$ cat src/rtl/push_pull_status_fifo_defs.sv
// Shared macros: logic levels, default word width and a clocked assertion helper.
`ifndef PUSH_PULL_STATUS_FIFO_DEFS_SV
`define PUSH_PULL_STATUS_FIFO_DEFS_SV

`define HIGH 1'b1
`define LOW  1'b0
`define DEFAULT_WORD_SIZE 8

`define ASSERT(name, clk, rstn, prop) \
  name: assert property (@(posedge clk) disable iff (!(rstn)) (prop));

`endif

$ cat src/rtl/push_pull_status_fifo_pkg.sv
// Shared types and defaults for the push/pull status FIFO.
package push_pull_status_fifo_pkg;

  localparam int unsigned DEF_POINTER_BITS = 2;
  localparam int unsigned DEF_AF_LEVEL     = 3;

  typedef struct packed {
    logic ack;
    logic nack;
  } hs_rsp_t;

  // A request is either accepted or rejected, never both.
  function automatic hs_rsp_t hs_rsp(input logic req, input logic ok);
    hs_rsp_t r;
    r.ack  = req & ok;
    r.nack = req & ~ok;
    return r;
  endfunction

endpackage

$ cat src/rtl/fifo_storage_ram.sv
// Depth x width register array: one synchronous write port, one registered read port.
module fifo_storage_ram #(
  parameter int unsigned W  = 8,
  parameter int unsigned AW = 2
) (
  input  logic          clock,
  input  logic          clearN,
  input  logic          i_we,
  input  logic [AW-1:0] i_waddr,
  input  logic [W-1:0]  i_wdata,
  input  logic          i_re,
  input  logic [AW-1:0] i_raddr,
  output logic [W-1:0]  o_rdata
);

  logic [W-1:0] r_mem [2**AW];
  logic [W-1:0] r_rdata;

  always_ff @(posedge clock) begin
    if (i_we) r_mem[i_waddr] <= i_wdata;
  end

  // Read samples pre-edge contents, so a same-edge write to the head slot is not seen.
  always_ff @(posedge clock or negedge clearN) begin
    if (!clearN)   r_rdata <= '0;
    else if (i_re) r_rdata <= r_mem[i_raddr];
  end

  assign o_rdata = r_rdata;

endmodule

$ cat src/rtl/push_pull_status_fifo.sv
// Single-clock req/ack FIFO with push/pull nack, synchronous flush and occupancy status.
`ifndef PUSH_PULL_STATUS_FIFO_DEFS_SV
`include "push_pull_status_fifo_defs.sv"
`endif

module push_pull_status_fifo
  import push_pull_status_fifo_pkg::*;
#(
  parameter int unsigned FIFO_WORD_SIZE    = `DEFAULT_WORD_SIZE,
  parameter int unsigned FIFO_POINTER_BITS = DEF_POINTER_BITS,
  parameter int unsigned ALMOST_FULL_LEVEL = DEF_AF_LEVEL
) (
  input  logic                       clock,
  input  logic                       clearN,
  input  logic                       flush,
  input  logic [FIFO_WORD_SIZE-1:0]  inValue,
  input  logic                       inReq,
  output logic                       inAck,
  output logic                       inNack,
  input  logic                       outReq,
  output logic [FIFO_WORD_SIZE-1:0]  outValue,
  output logic                       outAck,
  output logic                       outNack,
  output logic [FIFO_POINTER_BITS:0] count,
  output logic                       empty,
  output logic                       full,
  output logic                       almostFull
);

  localparam int unsigned PB    = FIFO_POINTER_BITS;
  localparam int unsigned DEPTH = 2**PB;
  localparam logic [PB:0] C_DEPTH = DEPTH[PB:0];
  localparam logic [PB:0] C_AF    = ALMOST_FULL_LEVEL[PB:0];
  localparam logic [PB:0] C_ONE   = (PB+1)'(1);

  logic [PB-1:0] r_wptr, r_rptr;
  logic [PB:0]   r_count, w_cnt_nxt;
  logic          r_empty, r_full, r_afull;
  hs_rsp_t       r_in_rsp, r_out_rsp, w_in_rsp, w_out_rsp;
  logic          w_push, w_pull;

  // Push into a full FIFO is legal only when the same edge frees the head slot.
  assign w_pull = outReq & ~flush & ~r_empty;
  assign w_push = inReq  & ~flush & (~r_full | w_pull);

  assign w_in_rsp  = hs_rsp(inReq,  w_push);
  assign w_out_rsp = hs_rsp(outReq, w_pull);

  always_comb begin
    w_cnt_nxt = r_count;
    if (flush)                 w_cnt_nxt = '0;
    else if (w_push & ~w_pull) w_cnt_nxt = r_count + C_ONE;
    else if (w_pull & ~w_push) w_cnt_nxt = r_count - C_ONE;
  end

  always_ff @(posedge clock or negedge clearN) begin
    if (!clearN) begin
      r_wptr    <= '0;
      r_rptr    <= '0;
      r_count   <= '0;
      r_empty   <= `HIGH;
      r_full    <= `LOW;
      r_afull   <= `LOW;
      r_in_rsp  <= '0;
      r_out_rsp <= '0;
    end else begin
      if (flush) begin
        r_wptr <= '0;
        r_rptr <= '0;
      end else begin
        if (w_push) r_wptr <= r_wptr + 1'b1;
        if (w_pull) r_rptr <= r_rptr + 1'b1;
      end
      r_count   <= w_cnt_nxt;
      r_empty   <= (w_cnt_nxt == '0);
      r_full    <= (w_cnt_nxt == C_DEPTH);
      r_afull   <= (w_cnt_nxt >= C_AF);
      r_in_rsp  <= w_in_rsp;
      r_out_rsp <= w_out_rsp;
    end
  end

  fifo_storage_ram #(
    .W  (FIFO_WORD_SIZE),
    .AW (PB)
  ) u_ram (
    .clock   (clock),
    .clearN  (clearN),
    .i_we    (w_push),
    .i_waddr (r_wptr),
    .i_wdata (inValue),
    .i_re    (w_pull),
    .i_raddr (r_rptr),
    .o_rdata (outValue)
  );

  assign inAck      = r_in_rsp.ack;
  assign inNack     = r_in_rsp.nack;
  assign outAck     = r_out_rsp.ack;
  assign outNack    = r_out_rsp.nack;
  assign count      = r_count;
  assign empty      = r_empty;
  assign full       = r_full;
  assign almostFull = r_afull;

  `ASSERT(a_in_excl,  clock, clearN, !(inAck && inNack))
  `ASSERT(a_out_excl, clock, clearN, !(outAck && outNack))
  `ASSERT(a_cnt_rng,  clock, clearN, count <= C_DEPTH)

endmodule

$ cat config.mk
export PLATFORM = sky130hd
export DESIGN_NAME = push_pull_status_fifo
export DESIGN_NICKNAME = d
export VERILOG_FILES = /design/src/rtl/push_pull_status_fifo_pkg.sv /design/src/rtl/fifo_storage_ram.sv /design/src/rtl/push_pull_status_fifo.sv
export VERILOG_INCLUDE_DIRS = /design/src /design/src/rtl
export SDC_FILE = /design/constraint.sdc
export NUM_CORES = 1
export LEC_CHECK = 0
export CORE_MARGIN = 1
export CORE_UTILIZATION = 53
export DETAILED_ROUTE_END_ITERATION = 16
export HOLD_SLACK_MARGIN = 0.06
export PLACE_DENSITY = 0.84
export SYNTH_ARGS = -nofsm -noshare
export SYNTH_HDL_FRONTEND = slang
export SYNTH_SLANG_ARGS = --single-unit
export TNS_END_PERCENT = 100
$ cat constraint.sdc
create_clock -name clock -period 2.1 [get_ports clock]
set_clock_uncertainty 0.15 [all_clocks]
set_input_delay 0.315 -clock clock [delete_from_list [all_inputs] [get_ports clock]]
set_output_delay 0.315 -clock clock [all_outputs]
set_load 0.05 [all_outputs]
==> impl_metrics.csv <==
group,metric,value,unit
outcome,status,"completed",
route,drt_iter0_drc,58,
power,p_int,1.95,mW
die,fp.dieW,66.9,microns
logic_synthesis,syn_inst,134,
critical_path,crit_buf_inv,1,
timing,slew_headroom,0.661,
cts,clock-root-buffer,"clkbuf_8",
power,pwr-share-comb,0.300,
placed_design,place_inst,223,
power,power_switching,942,uW
logic_synthesis,yosys_most_used_dff,"edfxtp_1",
cells_and_area,multiInputGateArea,672,sq um
placed_design,routabilityCongestion,0.924,
timing,finalSetupViolations,0,
grt,overflow,0,
grt,grt_max_degree,23,
critical_path,cp_max_fo,2,
timing,hold_viol,0,
route,wire_per_inst,16.8,microns
die,initial_core_util,0.553,
critical_path,required,1.63,ns
cells_and_area,stdcell_count,231,
route,vias_per_cell,5.41,
cells_and_area,diodes,0,
timing,fmax,514,MHz
timing,worstMarginPinSlew,0.507,ns
cells_and_area,syn2layout_area_growth,27.1,%
die,die-area,4470,sq um
die,std_cell_rows,23,
die,boundaryPins,31,
flow_run,max-cap-violations,0,
critical_path,critPathMaxStageDelay,0.81,ns
cts,cts_hold_buf,0,
logic_synthesis,ys.warnings.count,0,
logic_synthesis,synth.top_cell.area_share,0.431,
power,ir_worst_vdd,0.486,mV
logic_synthesis,yosysTopAreaCell,"edfxtp_1",
power,p_sw_frac,0.325,
timing,drv_slew,0,
grt,grt_first_pass_wirelength,6340,microns
power,power.share.sequential,0.460,
placed_design,post-dp-hpwl,2880,microns
cells_and_area,seq_area,1510,sq um
grt,track_usage,0.209,
grt,antenna_found_initial,0,
cells_and_area,fin_util,0.703,
logic_synthesis,synth-edff-count,32,
logic_synthesis,syn_avg_cell_area,16.6,sq um
route,antenna_left,0,
cts,htree_num_levels,2,
power,fin_total_pwr,2.90,mW
cts,clkLatencyLatePin,0.31,ns
route,firstDrtPassIters,4,
cells_and_area,fillCellCount,257,
critical_path,slowest_stage,"clkdlybuf4s50_1",
cells_and_area,final_cell_area,2830,sq um
cts,cts_buffers,5,
timing,post-route-period-util,0.926,
logic_synthesis,ys_types,36,
power,power.density,1020,nW/um^2
cells_and_area,nets,199,
logic_synthesis,synthTopCellsByArea,"edfxtp_1 43%, dfrtp_1 24%, mux4_2 8.1%",
min_path,hp-class,"in2async",
route,wirelength,3890,microns
timing,min_period,1.94,ns
power,leakage,1.10,nW
cts,cts_buffer_depth,2,
critical_path,path_cells,"clkdlybuf4s50_1",
logic_synthesis,seq_area_frac_synth,0.678,
grt,first_global_vias,1311,
logic_synthesis,syn_area,2230,sq um
cts,cts_tree,"done",
critical_path,critPathKind,"reg2out",
route,via_count,1249,
cts,path_clk_slew,0.10,ns
placed_design,placed_area,2720,sq um
die,fp.coreArea,4030,sq um
cells_and_area,drive_gt1_frac,0.265,
critical_path,cp.arrival,1.48,ns
logic_synthesis,synth_most_common_cell,"edfxtp_1",
critical_path,end_kind,"output port",
placed_design,port_buffers,30,
logic_synthesis,syn-num-nets,153,
logic_synthesis,ys_ff_latch,54,
power,clockPowerShare,0.240,
route,drc,0,
logic_synthesis,ys_top_cells_by_count,"32 x edfxtp_1, 21 x dfrtp_1, 8 x mux2_2, 8 x mux4_2",
timing,rsz0062_at_grt,"no",
logic_synthesis,ys_async_sr_fraction,0.407,
critical_path,startpoint_type,"register",
cts,cts.sinks,54,
critical_path,cpLargestDelayFamily,"buffers and inverters",
die,die_h,66.9,microns
[path summary, 6_finish.rpt]
kind,cells after the start,slack [ns],start,end
worst min register to register,1,0.37,u_ram.o_rdata[1],u_ram.o_rdata[1]
worst max-delay path,1,0.16,u_ram.o_rdata[5],outValue[5]
worst max register to register,5,0.29,count[0],full
max in group asynchronous,2,1.30,clearN,empty
min in group clock,1,0.37,u_ram.o_rdata[1],u_ram.o_rdata[1]
worst min-delay path,2,0.22,clearN,u_ram.o_rdata[0]
[repair_timing]
| action | CTS | global route |
|---|---|---|
| setup buffers | 0 | 0 |
| setup endpoints to repair | 0 | 2 |
| gates resized for setup | 0 | 2 |
[logic make-up (layout without fill, tap and decap cells)]
| family | Yosys count | count (layout) | synth area share |
|---|---|---|---|
| buf+inv | 11 | 58 | 0.0202 |
| xor+xnor | 3 | 3 | 0.0118 |
| compound gates | 11 | 11 | 0.0342 |
| simple gates | 31 | 31 | 0.0898 |
| fa+ha+maj | 6 | 6 | 0.0337 |
| flops | 54 | 54 | 0.678 |
| mux | 18 | 18 | 0.132 |
[registers in the layout, summed over array words and instances, names as in the netlist]
| register | cells |
|---|---|
| u_ram.r_mem | 32 |
| u_ram.o_rdata | 8 |
| count | 3 |
| r_rptr | 2 |
| r_wptr | 2 |
| almostFull | 1 |
| empty | 1 |
| full | 1 |
| inAck | 1 |
| inNack | 1 |
| outAck | 1 |
| outNack | 1 |
[metal layers]
metal,up-vias,track usage,share of wire
met5,-,0,0
met4,0,0.0931,0.019
met3,5,0.0582,0.026
met2,20,0.350,0.52
met1,638,0.250,0.44
li1,586,-,-
[power groups by stage]
stage	Sequential [mW]	Clock, mW	Combinational, mW
floorplan	1.69	0	0.215
global placement	1.34	0	0.859
detailed placement	1.36	0	0.880
CTS	1.33	0.716	0.881
global route	1.35	0.756	0.924
finish	1.33	0.696	0.869
[through the flow]
stage / TNS (ns) / hold slack (ns) / setup WS, ns
after detailed placement: -1.49 / 0.349 / -0.0531
final: 0 / 0.219 / 0.156
after global placement: 0 / 0.338 / 0.00982
after CTS: 0 / 0.225 / 0.00903
after floorplan: 0 / -0.131 / 0.0949
after global routing: 0 / 0.238 / 0.0880
[placed cells by master (no fill, tap or decap), types with 4 or more instances in the layout]
cell             count
nand2_1              4
ha_1                 6
clkdlybuf4s50_1     26
nor2_1               5
nor2b_1              4
dfrtp_1             21
edfxtp_1            32
and2_1               5
buf_4               11
clkbuf_8             5
buf_12               4
mux2_2               8
mux4_2               8
inv_1                6
a21oi_1              4
[area by class of cell]
class	instances	area share
clock buffer	5	0.0243
clock inverter	3	0.0155
inverter	7	0.00927
multi-input combinational	69	0.237
sequential	54	0.534
tap	50	0.0221
timing repair buffer	43	0.158
(Power assumes the default switching activity.)
==> RTL change: new RTL, same flow settings <==
`DEF_POINTER_BITS`: 2 -> 4.
--- a/src/rtl/push_pull_status_fifo_pkg.sv
+++ b/src/rtl/push_pull_status_fifo_pkg.sv
@@ -3,3 +3,3 @@
 
-  localparam int unsigned DEF_POINTER_BITS = 2;
+  localparam int unsigned DEF_POINTER_BITS = 4;
   localparam int unsigned DEF_AF_LEVEL     = 3;
Ports: changed (resized count); port bits go from 31 to 33. No check against the original RTL was run, so the function may have changed too.
==> RTL change against the original RTL <==
  * Design area rose to 2.9 times the old value
  * Total power rose to 3.0 times the old value
  * Routed wire length rose to 3.5 times the old value
  * Sequential cell count up 102
  * Synthesized area rose to 2.9 times the old value
  * Die area rose to 2.8 times the old value
  * The flow now finishes with violations (DRC, setup timing)
  * Critical endpoint is now almostFull$_DFF_PN0_
  * Setup slack worse by 0.17 ns
==> RTL change: results <==
[logic_synthesis]
ys_top_cells_by_area = "edfxtp_1 (60%), dfrtp_1 (11%), mux4_2 (9.5%)"
ys_types = 58
synth-adder-area-share_pct = 1.37
async_flop_share_pct = 17.9
synth-compound-area-share_pct = 3.77
synth_common_cells = "edfxtp_1 (128), dfrtp_1 (27), mux4_2 (27), nor2_1 (21), mux2i_1 (17)"
synthesis.nets = 386
ys_seq_area_share_pct = 71.0

[grt]
grt_pass1_wl_um = 21500
grtUsageTotal_pct = 24.0
grt_pass1_vias = 3740

[timing]
setup_viol = 1
setup_slack_ns = -0.0180
tns_ns = -0.0180

[detailed_routing]
drc_errors = 2
dr.pass1.iters = 11
routedWlPerCell_um = 22.4
routed_wl_um = 13800
via_per_inst = 6.03

[clock_network]
cts.clk_slew.worst_paths_ns = 0.06
cts-root-buf = "clkbuf_16"
clkLatencyLatePin_ns = 0.42
cts.sink_count = 156
cts-resized-gates = 7
htree_levels = 4

[cells_and_area]
fillCellCount = 685
multi_input_area_mm2 = 0.00183
inverters = 13
largest_reg_flops = 128
num-clock-buffers = 18
drive_gt1_share_pct = 32.2
multi_input_gates = 180
bufAreaShareNonClock_pct = 12.1
num-nonclk-buffers = 91
seq_area_share_pct = 55.6
clkCellAreaFrac_pct = 7.17
final_nets = 479

[placed_design]
gp_congestion = 0.816
dp.cells = 578
dp_hpwl_um = 8890
io_buffers = 32

[setup_path]
worstPathArrival_ns = 2.26
crit_path_end_kind = "flop"
path_max_fanout = 6

[power]
ir_drop_mv = 0.568
p_leak_uw = 0.00290

[run_status]
status = "complete, but fails checks"
violations = "DRC, setup timing"
## RTL change: cells by family after synthesis
logic type | Yosys count
adders and majority gates | 7
AOI/OAI and AO/OA | 32
muxes | 50
buffers and inverters | 30
DFF | 156
xor gates and xnor gates | 7
and+or+nand+nor | 84
## RTL change: path summary, 6_finish.rpt
check	from	endpoint	slack, ns	cells after the start
max	empty$_DFF_PN1_	almostFull$_DFF_PN0_	-0.02	5
min	clearN	count[3]$_DFF_PN0_	0.12	2
max reg2reg	empty$_DFF_PN1_	almostFull$_DFF_PN0_	-0.02	5
min reg2reg	u_ram.o_rdata[3]$_DFFE_PN0P_	u_ram.o_rdata[3]$_DFFE_PN0P_	0.35	2
max in group asynchronous	clearN	empty$_DFF_PN1_	1.37	2
min in group clock	outReq	r_rptr[1]$_DFFE_PN0P_	0.27	4
## RTL change: worst max-delay path: stages, from the launching register on
cell and delay (ns):
dfstp_2 0.61, nand2b_4 0.19, a32oi_2 0.14, mux2_4 0.33, a211o_1 0.28, a211o_1 0.29
## RTL change: per-stage QoR
step / area [um2] / util, % / setup slack (ns) / hold WS, ns
detailed placement: 7540 / 64.9 / -0.375 / 0.335
global route: 8180 / 70.5 / -0.0740 / 0.169
finish: 8180 / 70.5 / -0.0180 / 0.122
CTS: 8140 / 70.1 / 0.0157 / 0.118
floorplan: 6490 / - / -0.0983 / -0.131
global placement: 7540 / 64.9 / -0.312 / 0.315
## RTL change: layer usage
metal / part of all wire, % / wire length, um / track usage [%]
met5: 0 / 0 / 0
met3: 5.3 / 737 / 4.03
met2: 51 / 7010 / 39.3
met1: 41 / 5680 / 31.7
met4: 2.7 / 370 / 11.2
## RTL change: report_power, final
group          switching [uW]  internal, uW
clock network            1240          1770
logic                    1140           870
registers                 142          3530
total                    2530          6170
